File: config.mk
export PLATFORM = sky130hd
export DESIGN_NAME = classify_sequencer
export DESIGN_NICKNAME = d
export VERILOG_FILES = /design/src/rtl/classify_sequencer.sv
export SDC_FILE = /design/constraint.sdc
export NUM_CORES = 1
export LEC_CHECK = 0
export ABC_AREA = 1
export CAP_MARGIN = 0
export CORE_UTILIZATION = 54
export CTS_CLUSTER_DIAMETER = 30
export DETAILED_ROUTE_END_ITERATION = 10
export PLACE_DENSITY = 0.76
export SYNTH_ARGS = -nofsm -noshare
export SYNTH_HDL_FRONTEND = slang
export SYNTH_SLANG_ARGS = --single-unit
File: constraint.sdc
create_clock -name clk -period 1.64 [get_ports clk]
set_clock_uncertainty 0.1 [all_clocks]
set_input_delay 0.328 -clock clk [delete_from_list [all_inputs] [get_ports clk]]
set_output_delay 0.328 -clock clk [all_outputs]
set_load 0.05 [all_outputs]
File: src/rtl/classify_sequencer.sv
// classify_sequencer
//
// Owns the class-score buffer of the output layer and feeds it, one score per
// cycle, into the downstream argmax comparator. After the last beat it waits
// a bounded number of cycles for the comparator decision. It then reports
// either a one-cycle result pulse or a one-cycle timeout error.
//
// Ports:
//   clk, rst_n          clock, asynchronous active-low reset
//   wr_en/addr/data     score buffer write port (accepted only while idle)
//   start               request one classification frame
//   hold                stall the stream; the beat at the next edge is skipped
//   busy                controller not idle (registered next-state view)
//   cmp_valid/cmp_data  score beat to the comparator
//   cmp_decision        comparator decision index
//   cmp_valid_out       comparator decision strobe (used only while waiting)
//   result/result_valid accepted class index and its one-cycle update pulse
//   err                 one-cycle pulse when the comparator fails to answer

module classify_sequencer #(
    parameter int unsigned NUM_CLASSES = 10,
    parameter int unsigned DATA_W      = 12,
    parameter int unsigned TIMEOUT     = 8
) (
    input  logic              clk,
    input  logic              rst_n,
    input  logic              wr_en,
    input  logic [3:0]        wr_addr,
    input  logic [DATA_W-1:0] wr_data,
    input  logic              start,
    input  logic              hold,
    output logic              busy,
    output logic              cmp_valid,
    output logic [DATA_W-1:0] cmp_data,
    input  logic [3:0]        cmp_decision,
    input  logic              cmp_valid_out,
    output logic [3:0]        result,
    output logic              result_valid,
    output logic              err
);

    localparam logic [3:0] NumEntries = 4'(NUM_CLASSES);
    localparam logic [3:0] LastIdx    = 4'(NUM_CLASSES - 1);
    localparam logic [7:0] TimeoutCnt = 8'(TIMEOUT);

    typedef enum logic [1:0] {
        StIdle,
        StStream,
        StWait
    } state_t;

    state_t            state;
    logic [3:0]        idx;
    logic [7:0]        tcount;
    logic [DATA_W-1:0] scores [NUM_CLASSES];

    always_ff @(posedge clk or negedge rst_n) begin
        if (!rst_n) begin
            state        <= StIdle;
            idx          <= '0;
            tcount       <= '0;
            busy         <= 1'b0;
            cmp_valid    <= 1'b0;
            cmp_data     <= '0;
            result       <= '0;
            result_valid <= 1'b0;
            err          <= 1'b0;
            for (int i = 0; i < NUM_CLASSES; i++) begin
                scores[i] <= '0;
            end
        end else begin
            // Pulses default low; set only on the edge that ends a frame.
            result_valid <= 1'b0;
            err          <= 1'b0;

            unique case (state)
                StIdle: begin
                    cmp_valid <= 1'b0;
                    if (start) begin
                        // A write coinciding with an accepted start is dropped.
                        state <= StStream;
                        idx   <= '0;
                        busy  <= 1'b1;
                    end else if (wr_en && (wr_addr < NumEntries)) begin
                        scores[wr_addr] <= wr_data;
                    end
                end

                StStream: begin
                    if (hold) begin
                        cmp_valid <= 1'b0;
                    end else begin
                        cmp_valid <= 1'b1;
                        cmp_data  <= scores[idx];
                        if (idx == LastIdx) begin
                            state <= StWait;
                            idx   <= '0;
                        end else begin
                            idx <= idx + 4'd1;
                        end
                    end
                end

                StWait: begin
                    cmp_valid <= 1'b0;
                    // A decision arriving on the final timeout edge still wins.
                    if (cmp_valid_out) begin
                        result       <= cmp_decision;
                        result_valid <= 1'b1;
                        busy         <= 1'b0;
                        tcount       <= '0;
                        state        <= StIdle;
                    end else if (tcount == TimeoutCnt) begin
                        err    <= 1'b1;
                        busy   <= 1'b0;
                        tcount <= '0;
                        state  <= StIdle;
                    end else begin
                        tcount <= tcount + 8'd1;
                    end
                end

                default: begin
                    state <= StIdle;
                    busy  <= 1'b0;
                end
            endcase
        end
    end

endmodule

Word-level counts from Yosys, hierarchy flattened
Index checks and enable logic that the tools add are counted.
{"block": "totals", "out_inout_bits": 20, "inputBits": 26, "wordCells": 79, "regBits": 154}
{"block": "classes", "reduce_logical": 12, "mux": 29, "eq_ne": 8, "n_addsub": 2, "n_lt_le_gt_ge": 4, "bitwise_logic": 5}
{"op": "120-bit bitwise mux", "n": 1}
{"op": "12-bit binary-select mux with 4-bit select", "n": 1}
{"op": "12-bit demux with 4-bit select", "n": 1}
{"op": "12-bit two-way mux", "n": 3}
{"op": "8-bit two-way mux", "n": 2}
{"op": "4-bit two-way mux", "n": 3}
{"op": "5-bit >= comparator (second input constant)", "n": 2}
{"op": "2-bit two-way mux", "n": 5}
{"op": "4-bit NOT with 5-bit output", "n": 2}
{"op": "1-bit two-way mux", "n": 9}
{"op": "3-bit AND reduction", "n": 3}
{"op": "8-bit by 1-bit adder with 8-bit output (second input constant)", "n": 1}
{"op": "8-bit by 4-bit equality test with 1-bit output (second input constant)", "n": 1}
{"op": "4-bit case mux with 2 select lines", "n": 1}
{"op": "2-bit inequality test (second input constant)", "n": 3}
{"op": "2-bit case mux with 3 select lines", "n": 1}
{"op": "5-bit by 1-bit < comparator with 1-bit output (second input constant)", "n": 1}
{"op": "4-bit by 1-bit adder with 4-bit output (second input constant)", "n": 1}
{"op": "4-bit equality test (second input constant)", "n": 1}
{"op": "4-bit < comparator (second input constant)", "n": 1}
{"op": "2-bit AND reduction", "n": 2}
{"op": "4-bit AND reduction", "n": 1}
{"op": "2-bit nonzero test", "n": 2}
{"op": "3-bit inequality test (second input constant)", "n": 1}
{"op": "8 further kinds", "n": 11}

Depth between registers and ports, before layout
{"block": "depth", "depth_word": 6, "ltp_mapped": 9, "mapped_depth_nobuf": 8}

Worst setup path before layout
OpenSTA, ideal clock, no wires.
{"block": "synth_path", "path_type": "register -> register", "start": "register idx[1]", "end": "register idx[3]", "setup_slack_ns": 0.089, "path_stages_with_launch": 10, "synth_period_minus_slack_ns": 1.551, "path_buffers": 2, "arrival_ns": 1.328, "cell_sequence": "dfrtp_1 -> buf_2 -> inv_2 -> buf_2 -> ha_1 -> nand3_1 -> nand2_1 -> inv_1 -> nor2_1 -> nor3b_1"}
{"block": "synth_between", "elab_chain_len": 4}
{"item": "start, declared", "line": "53", "source": "logic [3:0] idx;"}
{"item": "start signal, assigned", "line": "99", "source": "idx <= idx + 4'd1;"}
{"item": "4-bit by 1-bit adder with 4-bit output or 4-bit equality test (tied branches)", "line": "99, 95"}
{"item": "4-bit two-way mux *", "line": "95", "source": "if (idx == LastIdx) begin"}
{"item": "4-bit two-way mux *", "line": "90", "source": "if (hold) begin"}
{"item": "4-bit case mux with 2 select lines *", "line": "76", "source": "unique case (state)"}
Every way passes the cells marked *; elsewhere a longest branch is shown, timed or not. The select of a mux whose other input is x is not followed.
A chain may end at the register's enable or synchronous reset.

Worst setup path in the final report
{"block": "layout_path", "start": "register state[0]", "end": "register scores[13] in the netlist's numbering"}
{"block": "layout_between", "elab_chain_len": 2}
{"item": "start, declared", "line": "52", "source": "state_t state;"}
{"item": "start signal, assigned", "line": "59", "source": "state <= StIdle;"}
{"item": "start signal, assigned", "line": "81", "source": "state <= StStream;"}
{"item": "start signal, assigned", "line": "96", "source": "state <= StWait;"}
{"item": "2-bit logical NOT", "line": "76"}
{"item": "3-bit AND reduction (no source line)"}
{"item": "end signal, assigned by index", "line": "85", "source": "scores[wr_addr] <= wr_data;"}
{"item": "end, declared", "line": "55", "source": "logic [DATA_W-1:0] scores [NUM_CLASSES];"}
No other way between the ends.

==> key figures <==
Floorplanning
  – Total core area: between 10000 and 15000 µm²
  – Row cnt: 42
  – Die H: between 100 and 150 µm
  – I/O pin cnt: between 40 and 50
  – Die Wd: ~120 µm
  – Die Footprint: between 10000 and 15000 µm²
  – Initial Util: 56.1%

Synth
  – Synthesized area: 7550 µm²
  – Yosys cell types: 30
  – Sequential fraction of the synthesis area: roughly half
  – Syn nets: a little under 1000
  – Post-synth top cells: nand2_1 (304), dfrtp_1 (154), inv_1 (118), o21ai_1 (108), nand3_1 (80)
  – EDFF count, synth: 0
  – Most frequent cell after synthesis: nand2_1
  – Post-synth ARST share: 100%
  – Mapped Cells: between 900 and 1000
  – Synth Flop Type: dfrtp_1
  – Ys Warns: 0
  – Biggest area consumer among synthesized cells: dfrtp_1
  – Top cell type's share of synthesized area: 51.0%
  – Area contributors post-synth: dfrtp_1 (51%), nand2_1 (15%), o21ai_1 (7.2%)
  – Mapped Avg Cell Area: 8.02 µm²
  – Number of synthesized register bits: between 150 and 200

Pwr
  – Peak VDD IR: about 0.00086 V
  – Pwr dens: about 1600 nW/µm²
  – Pleak: 0.00441 µW
  – Pwr Total: roughly 15000 µW

Setup path
  – CP max FO: 24
  – Critical path required time: between 1.5 and 2 ns
  – CP Launch Type: register
  – Worst setup EP type: register
  – CP Class: register to register
  – CP arrival: between 1.5 and 2 ns

Timing
  – RSZ-0062 raised after global routing: yes
  – Setup ws final: -0.0425 ns
  – Fin crit share: 103%
  – Final setup TNS: -0.233 ns
  – Final hold violation count: 0
  – Final setup viols: 13
  – Worst slew pin tran: 0.455 ns
  – Fmax achieved: around 590 MHz
  – Post-route minimum period: between 1.5 and 2 ns
  – Slew Limit Fails: 0
  – Max-slew headroom: 69.6%

Global routing
  – Initial antenna violation count: 0
  – Vias in the first global route: between 6000 and 7000
  – GRT Util Overall: around 28%
  – Largest net degree at the start of global routing: 52
  – GRT overflow: 0
  – First-pass GRT wire length: 30600 µm

Final layout
  – Multi-input gate area: 3100 µm²
  – Fillers: between 1000 and 1500
  – Area Growth Syn to Fin: 23.3%
  – N_diodes: 0
  – Share of layout cells above drive strength 1: 16.7%
  – Seq. cell area: between 3000 and 4000 µm²
  – Final #Nets: 1042

Status
  – Status: complete, but fails checks
  – Failing checks: negative setup slack

Worst hold path
  – Worst Hold Class: input port to async pin

Routing
  – Vias: 6614
  – Detailed Routing Iterations Pass 1: 5
  – Post-route ant nets: 0
  – Via/cell ratio: 5.51
  – Starting DRC count in detailed routing: ~860
  – Residual DRC: 0
  – Wire length per cell: around 17 µm
  – Post-Route WL: just over 20000 µm

Clock tree
  – Clock root cell: clkbuf_16
  – Sink Count: about 150
  – Max clock buf depth: 2
  – CTS tree: done
  – H-tree Lvls: 4
  – Number of buffers created by CTS: 17
  – Worst-skew pair later-pin latency: ~0.43 ns
  – Clock-pin slew on the worst setup and hold paths: 0.06 ns

Placement
  – Setup WS pre-CTS: -0.392 ns
  – GPL Wtd Cong: around 0.83
  – IO buf count: 45
  – Post-DP HPWL: 12000 µm

Run
  – Max-Cap Viols: 0
-- stage by stage --
step / hold slack, ns / cells / cell area [µm²] / utilization (%)
after detailed placement: 0.159 / 1158 / 8430 / 62.7
after floorplan: -0.0676 / 942 / 7550 / -
final: 0.265 / 1201 / 9310 / 69.2
after global placement: 0.152 / 1158 / 8430 / 62.7
after CTS: 0.277 / 1191 / 9030 / 67.2
after global routing: 0.291 / 1201 / 9310 / 69.2
-- layout by cell type (no fill, tap or decap), types with 14 or more instances in the layout --
cell	synthesis	layout
nand3_1	80	78
a21oi_1	26	24
nor2_1	33	27
clkdlybuf4s50_1	0	24
clkbuf_16	0	18
inv_1	118	117
buf_4	1	36
nand2_1	304	299
o21ai_1	108	108
buf_12	0	24
o21ai_2	14	14
dfrtp_1	154	153
-- worst paths after layout --
path	from	to	slack (ns)	cells past startpoint
worst min register to register	scores[37]	scores[37]	0.39	2
worst max register to register	state[0]	scores[13]	-0.04	9
max in group asynchronous	rst_n	scores[105]	0.59	3
worst min-delay path	rst_n	result[2]	0.26	2
min in group clk	cmp_decision[2]	result[2]	0.34	3
worst max-delay path	state[0]	scores[13]	-0.04	9
-- worst max-delay path, cell delays in order, from the launching register on --
cell,delay [ns]
dfrtp_1,0.38
inv_2,0.07
nand2_2,0.06
nor2_4,0.16
nand3_4,0.18
nor2_2,0.17
nand2_2,0.10
buf_12,0.18
nand2_1,0.08
o21ai_1,0.06
-- cell families after synthesis --
group                      after synthesis  share of synthesized area, %
buffers and inverters                  167                          10.7
adders and majority gates                4                         0.663
and+or+nand+nor                        453                          25.8
AOI/OAI and AO/OA                      161                          11.5
xor gates and xnor gates                 3                         0.348
DFF                                    154                          51.0
-- registers in the layout, indices dropped and copies added, names as in the netlist, 2 cells and up --
register	cells
cmp_data	12
idx	4
result	4
scores	120
state	2
tcount	8
-- metal layers --
| metal | GRT usage [%] | up-vias | routed length [µm] |
|---|---|---|---|
| met5 | 0 | - | 0 |
| met4 | 11.0 | 0 | 490 |
| met3 | 5.42 | 49 | 1710 |
| met2 | 41.8 | 311 | 9420 |
| met1 | 39.2 | 3150 | 8560 |
| li1 | - | 3104 | - |
-- timing repair --
action | 4_1_cts | 5_1_grt
endpoints found under the hold margin | 29 | 0
gates resized for setup | 0 | 35
setup buffers | 0 | 2
endpoints found under the setup margin | 0 | 138
hold buffers | 1 | 0
-- report_power, final --
group | switching, µW | total (µW) | internal (µW)
Sequential | 583 | 5100 | 4520
Combinational | 3670 | 6110 | 2450
Clock | 1570 | 3930 | 2350
Total | 5820 | 15100 | 9320
-- layout make-up --
class                   count  share of cell area [%]
clock buffers              21                    5.05
clock inverters            11                    1.28
inverters                 123                    5.16
multi-input cells         626                    33.3
flip-flops and latches    154                    41.4
well taps                 176                    2.36
repair buffers             88                    11.3
repair inverters            2                   0.175
Note: power is estimated with default switching activity, not from simulation.
